### src/rtl/image_transpose_buffer.sv
// Whole-frame buffer: accepts one raster-order IMG_W x IMG_H frame on In1, then
// replays it on Out1 column-major (TRANSPOSE=1) or raster order (TRANSPOSE=0).
module image_transpose_buffer #(
    parameter int DATA_W    = 8,
    parameter int IMG_W     = 8,
    parameter int IMG_H     = 8,
    parameter int TRANSPOSE = 1
) (
    input  logic              CLK,
    input  logic              RESET,
    input  logic [DATA_W-1:0] In1_DATA,
    input  logic [15:0]       In1_COUNT,
    input  logic              In1_SEND,
    output logic              In1_ACK,
    output logic [DATA_W-1:0] Out1_DATA,
    output logic [15:0]       Out1_COUNT,
    output logic              Out1_SEND,
    input  logic              Out1_RDY,
    input  logic              Out1_ACK
);
    localparam int DEPTH = IMG_W * IMG_H;
    localparam int AW    = (DEPTH > 1) ? $clog2(DEPTH) : 1;
    localparam int XW    = (IMG_W > 1) ? $clog2(IMG_W) : 1;
    localparam int YW    = (IMG_H > 1) ? $clog2(IMG_H) : 1;
    localparam logic [XW-1:0] X_LAST = XW'(IMG_W - 1);
    localparam logic [YW-1:0] Y_LAST = YW'(IMG_H - 1);

    typedef enum logic {FILL = 1'b0, DRAIN = 1'b1} state_t;

    state_t            state_q;
    logic              run_q;
    logic [XW-1:0]     wr_x_q, rd_c_q;
    logic [YW-1:0]     wr_y_q, rd_r_q;
    logic [DATA_W-1:0] mem [DEPTH];
    logic [AW-1:0]     wr_addr, rd_addr;
    logic              wr_en, rd_en;

    // Count/ack sideband from the token protocol carries nothing this block needs.
    logic unused_inputs;
    assign unused_inputs = ^{In1_COUNT, Out1_ACK};

    assign wr_en   = run_q && (state_q == FILL) && In1_SEND;
    assign rd_en   = run_q && (state_q == DRAIN) && Out1_RDY;
    assign wr_addr = AW'(int'(wr_y_q) * IMG_W + int'(wr_x_q));
    assign rd_addr = AW'(int'(rd_r_q) * IMG_W + int'(rd_c_q));

    assign In1_ACK    = wr_en;
    assign Out1_SEND  = rd_en;
    assign Out1_COUNT = rd_en ? 16'h0001 : 16'h0000;
    assign Out1_DATA  = (run_q && state_q == DRAIN) ? mem[rd_addr] : '0;

    // Storage is deliberately left out of reset; a partial frame is simply overwritten.
    always_ff @(posedge CLK) begin
        if (wr_en) mem[wr_addr] <= In1_DATA;
    end

    always_ff @(posedge CLK or negedge RESET) begin
        if (!RESET) begin
            state_q <= FILL;
            run_q   <= 1'b0;
            wr_x_q  <= '0;
            wr_y_q  <= '0;
            rd_c_q  <= '0;
            rd_r_q  <= '0;
        end else begin
            run_q <= 1'b1;
            case (state_q)
                FILL: begin
                    if (wr_en) begin
                        if (wr_x_q == X_LAST) begin
                            wr_x_q <= '0;
                            if (wr_y_q == Y_LAST) begin
                                wr_y_q  <= '0;
                                state_q <= DRAIN;
                            end else begin
                                wr_y_q <= wr_y_q + YW'(1);
                            end
                        end else begin
                            wr_x_q <= wr_x_q + XW'(1);
                        end
                    end
                end
                DRAIN: begin
                    if (rd_en) begin
                        // Rows advance innermost when transposing, columns otherwise.
                        if (TRANSPOSE != 0) begin
                            if (rd_r_q == Y_LAST) begin
                                rd_r_q <= '0;
                                if (rd_c_q == X_LAST) begin
                                    rd_c_q  <= '0;
                                    state_q <= FILL;
                                end else begin
                                    rd_c_q <= rd_c_q + XW'(1);
                                end
                            end else begin
                                rd_r_q <= rd_r_q + YW'(1);
                            end
                        end else begin
                            if (rd_c_q == X_LAST) begin
                                rd_c_q <= '0;
                                if (rd_r_q == Y_LAST) begin
                                    rd_r_q  <= '0;
                                    state_q <= FILL;
                                end else begin
                                    rd_r_q <= rd_r_q + YW'(1);
                                end
                            end else begin
                                rd_c_q <= rd_c_q + XW'(1);
                            end
                        end
                    end
                end
                default: state_q <= FILL;
            endcase
        end
    end
endmodule

### config.mk
export PLATFORM = sky130hd
export DESIGN_NAME = image_transpose_buffer
export DESIGN_NICKNAME = d
export VERILOG_FILES = /design/src/rtl/image_transpose_buffer.sv
export SDC_FILE = /design/constraint.sdc
export NUM_CORES = 1
export LEC_CHECK = 0
export CAP_MARGIN = 20
export CORE_MARGIN = 8
export CORE_UTILIZATION = 39
export DETAILED_ROUTE_END_ITERATION = 6
export PLACE_DENSITY = 0.58
export SYNTH_ARGS = -nofsm -noshare
export SYNTH_HDL_FRONTEND = slang
export SYNTH_SLANG_ARGS = --single-unit
### constraint.sdc
create_clock -name CLK -period 2.35 [get_ports CLK]
set_input_delay 0.47 -clock CLK [delete_from_list [all_inputs] [get_ports CLK]]
set_output_delay 0.47 -clock CLK [all_outputs]
set_load 0.02 [all_outputs]
==> results.txt <==
Outcome: finished with violations
Failing checks: setup timing
Routability cong.: 0.836
Power density over cell area: 765 nW/um^2
CTS tree: yes
Slew Viols, Final: 0
Synth warnings: 0
Post-synthesis mux area share: 15.2%
Simple-gate share of the synthesized area: 3.17%
Most frequent cells in the layout: edfxtp_1, buf_4, mux4_2, nor2_1, clkbuf_16
Buf/Inv on CP: 4
Seq/Total Area, Yosys: 76.4%
Worst r2r src: state_q
Critical path's largest stage delay: 0.52 ns
Initial antenna violation count: 0
Detail Placement HPWL: 31.9 mm
Ports: 55
Die ar.: 60400 um^2
Final setup fails: 8
Routed WL: 48.9 mm
Post-route minimum period: 3.31 ns
Largest net degree at the start of global routing: 65
Max_slew headroom: 47.6%
Vias in the first global route: 11000
Layout area overhead: 24.1%
First-pass GRT wire length: 72.6 mm
ANT cells: 0
Post-route ant nets: 0
Crit start category: flop
Register bit count reported by yosys: 526
PortBufs: 22
Top Family by Delay on Critical Path: multiplexers
Row cnt: 84
Leading cell type in the layout, fill and taps excluded: edfxtp_1
DP Area: 23100 um^2
Fmax: 303 MHz
Crit path cell chain: buf_6 > buf_12 > mux4_2 > mux2i_2 > a221oi_2 > buf_4 > a211o_1 > buf_4
Synth Area in Adders: 0.486%
Die Span X: 246 um
DRT Pass-1 Iters: 5
DR vias/cell: 5.29
HP Class: input pin to async pin
Synth cell types: 38
Max Cap Violations: 0
Largest family of logic cells by synthesized area: multiplexers
Final period utilization: 141%
Worst Path Max Fanout: 6
Worst vdd ir: 0.721 mV
Number of CTS-inserted buffers: 53
Core ar.: 52300 um^2
Die Ht: 246 um
CTS max path bufs: 3
Layout Skew: 0.0184 ns
Synth Area in Compound Gates: 2.75%
Starting Density: 39.3%
Final Net Count: 1267
Hold Buf Count CTS: 0
Hold Violations, Final: 0
Fraction of layout cells with a size suffix above 1: 40.0%
Cell repeated most along the worst path: buf_4
H-tree Lvls: 2
Xor/xnor share of the synthesized area: 0%
Async set-reset flop share out of synthesis: 2.66%
Post-Syn Instances: 987
Setup WS post-layout: -0.955 ns
RSZ-0062 raised after global routing: true
Synth Cell Area: 20600 um^2
GR Util All Layers: 16.2%
Power, Total: 19.5 mW
Clock Latency Late Sink: 0.60 ns
DR WL/cell: 24.9 um
DRC viols: 0
Clock-pin slew on the worst setup and hold paths: 0.06 ns
Ys flop type: edfxtp_1
Critical Path RT: 1.88 ns
CP max stage cell: mux4_2
Avg Cell Area, Syn: 20.9 um^2
DRT iter0 DRCs: 1038
Lkg Pwr: 8.30 nW
CP Capture Type: primary output
Vias: 10400
CP Class: flop to primary output
Post-synth EDFFs: 512
Grt ovf: 0
FF-to-FF setup slack: 0.27 ns
Crit path DAT: 2.84 ns
Design area: 25600 um^2
Slew at the pin closest to its max-slew limit: 0.785 ns
Root Driver: clkbuf_16
R2R depth: 8
RR Endpoint: mem[48][5]
Sink Count: 526
[kinds of logic (layout without fill, tap and decap cells)]
family | Yosys count | after routing
flip-flops | 526 | 526
buffers and inverters | 69 | 341
other | 2 | 16
AND/OR/NAND/NOR | 147 | 147
multiplexers | 152 | 152
AO/OA/AOI/OAI | 83 | 83
adder cells (fa/ha/maj) | 8 | 8
[state kept, by name (all words and copies together), names as in the netlist]
| name | flops |
|---|---|
| mem | 512 |
| rd_c_q | 3 |
| rd_r_q | 3 |
| run_q | 1 |
| state_q | 1 |
| wr_x_q | 3 |
| wr_y_q | 3 |
[cell type report]
| type | instances | area (um^2) |
|---|---|---|
| fill | 4249 | 26800 |
| multi-input combinational | 406 | 4880 |
| inverter | 4 | 15.0 |
| tap | 688 | 861 |
| sequential | 526 | 15700 |
| clock inverter | 38 | 370 |
| timing repair buffer | 239 | 2350 |
| clock buffer | 60 | 1350 |
[how the worst max path moves through the flow]
stage          startpoint  depth (start not counted)           end
2_1_floorplan   rd_c_q[0]                          6  Out1_DATA[6]
3_3_place_gp    rd_c_q[0]                          6  Out1_DATA[6]
3_5_place_dp    rd_c_q[0]                          6  Out1_DATA[6]
4_1_cts         rd_c_q[0]                          8  Out1_DATA[2]
5_1_grt         rd_c_q[0]                          9  Out1_DATA[1]
6_report        rd_c_q[0]                          8  Out1_DATA[2]
[through the flow]
stage / cells / hold slack [ns] / TNS, ns / util, % / setup WS (ns)
CTS: 1960 / 0.179 / -7.51 / 48.7 / -0.957
global route: 1961 / 0.195 / -7.93 / 48.8 / -1.04
finish: 1961 / 0.199 / -7.37 / 48.8 / -0.955
detailed placement: 1843 / 0.561 / -41.06 / 44.2 / -0.984
floorplan: 1001 / 0.174 / 0 / - / 0.000618
global placement: 1843 / 0.561 / -35.12 / 44.2 / -0.992
[cells in the mapped netlist (2+ instances only)]
cell type | number | share of area, %
a211oi_1 | 4 | 0.15
mux2_2 | 7 | 0.38
nand2_1 | 27 | 0.49
nor2b_1 | 9 | 0.27
or3_1 | 2 | 0.061
nand3b_1 | 5 | 0.18
ha_1 | 8 | 0.49
mux4_2 | 128 | 14
a211o_1 | 4 | 0.17
o21ai_0 | 15 | 0.36
buf_2 | 20 | 0.49
edfxtp_1 | 512 | 75
a21oi_1 | 12 | 0.29
inv_1 | 3 | 0.055
a22oi_1 | 19 | 0.69
mux2i_1 | 17 | 0.83
o221ai_1 | 3 | 0.13
nor3_1 | 4 | 0.097
conb_1 | 2 | 0.036
nand2b_1 | 3 | 0.091
a221oi_1 | 7 | 0.30
buf_4 | 22 | 0.80
o22ai_1 | 11 | 0.33
buf_6 | 5 | 0.27
or2_2 | 2 | 0.061
a21o_1 | 3 | 0.11
nand3_1 | 12 | 0.29
or3b_2 | 3 | 0.13
nor2_1 | 77 | 1.4
a22o_1 | 4 | 0.17
dfrtp_1 | 14 | 1.7
clkbuf_1 | 17 | 0.31
[where the power goes]
part | switching, mW | internal [mW] | total (mW)
Combinational | 0.453 | 0.218 | 0.671
Clock | 3.54 | 4.82 | 8.36
Sequential | 0.0938 | 10.4 | 10.5
[layer usage]
metal	global-route usage (%)	wire [um]	vias to the layer above
li1	-	-	4547
met1	22.0	20800	5428
met2	26.4	23900	318
met3	3.59	3110	75
met4	3.99	1030	0
met5	0	0	-
[timing repair]
| action | in CTS | in global routing |
|---|---|---|
| pin swaps | 16 | 2 |
| cloned | 4 | 1 |
| setup buffers | 16 | 0 |
| setup endpoints to repair | 11 | 9 |
| resized for setup | 134 | 9 |
Note: power is estimated with default switching activity, not from simulation.
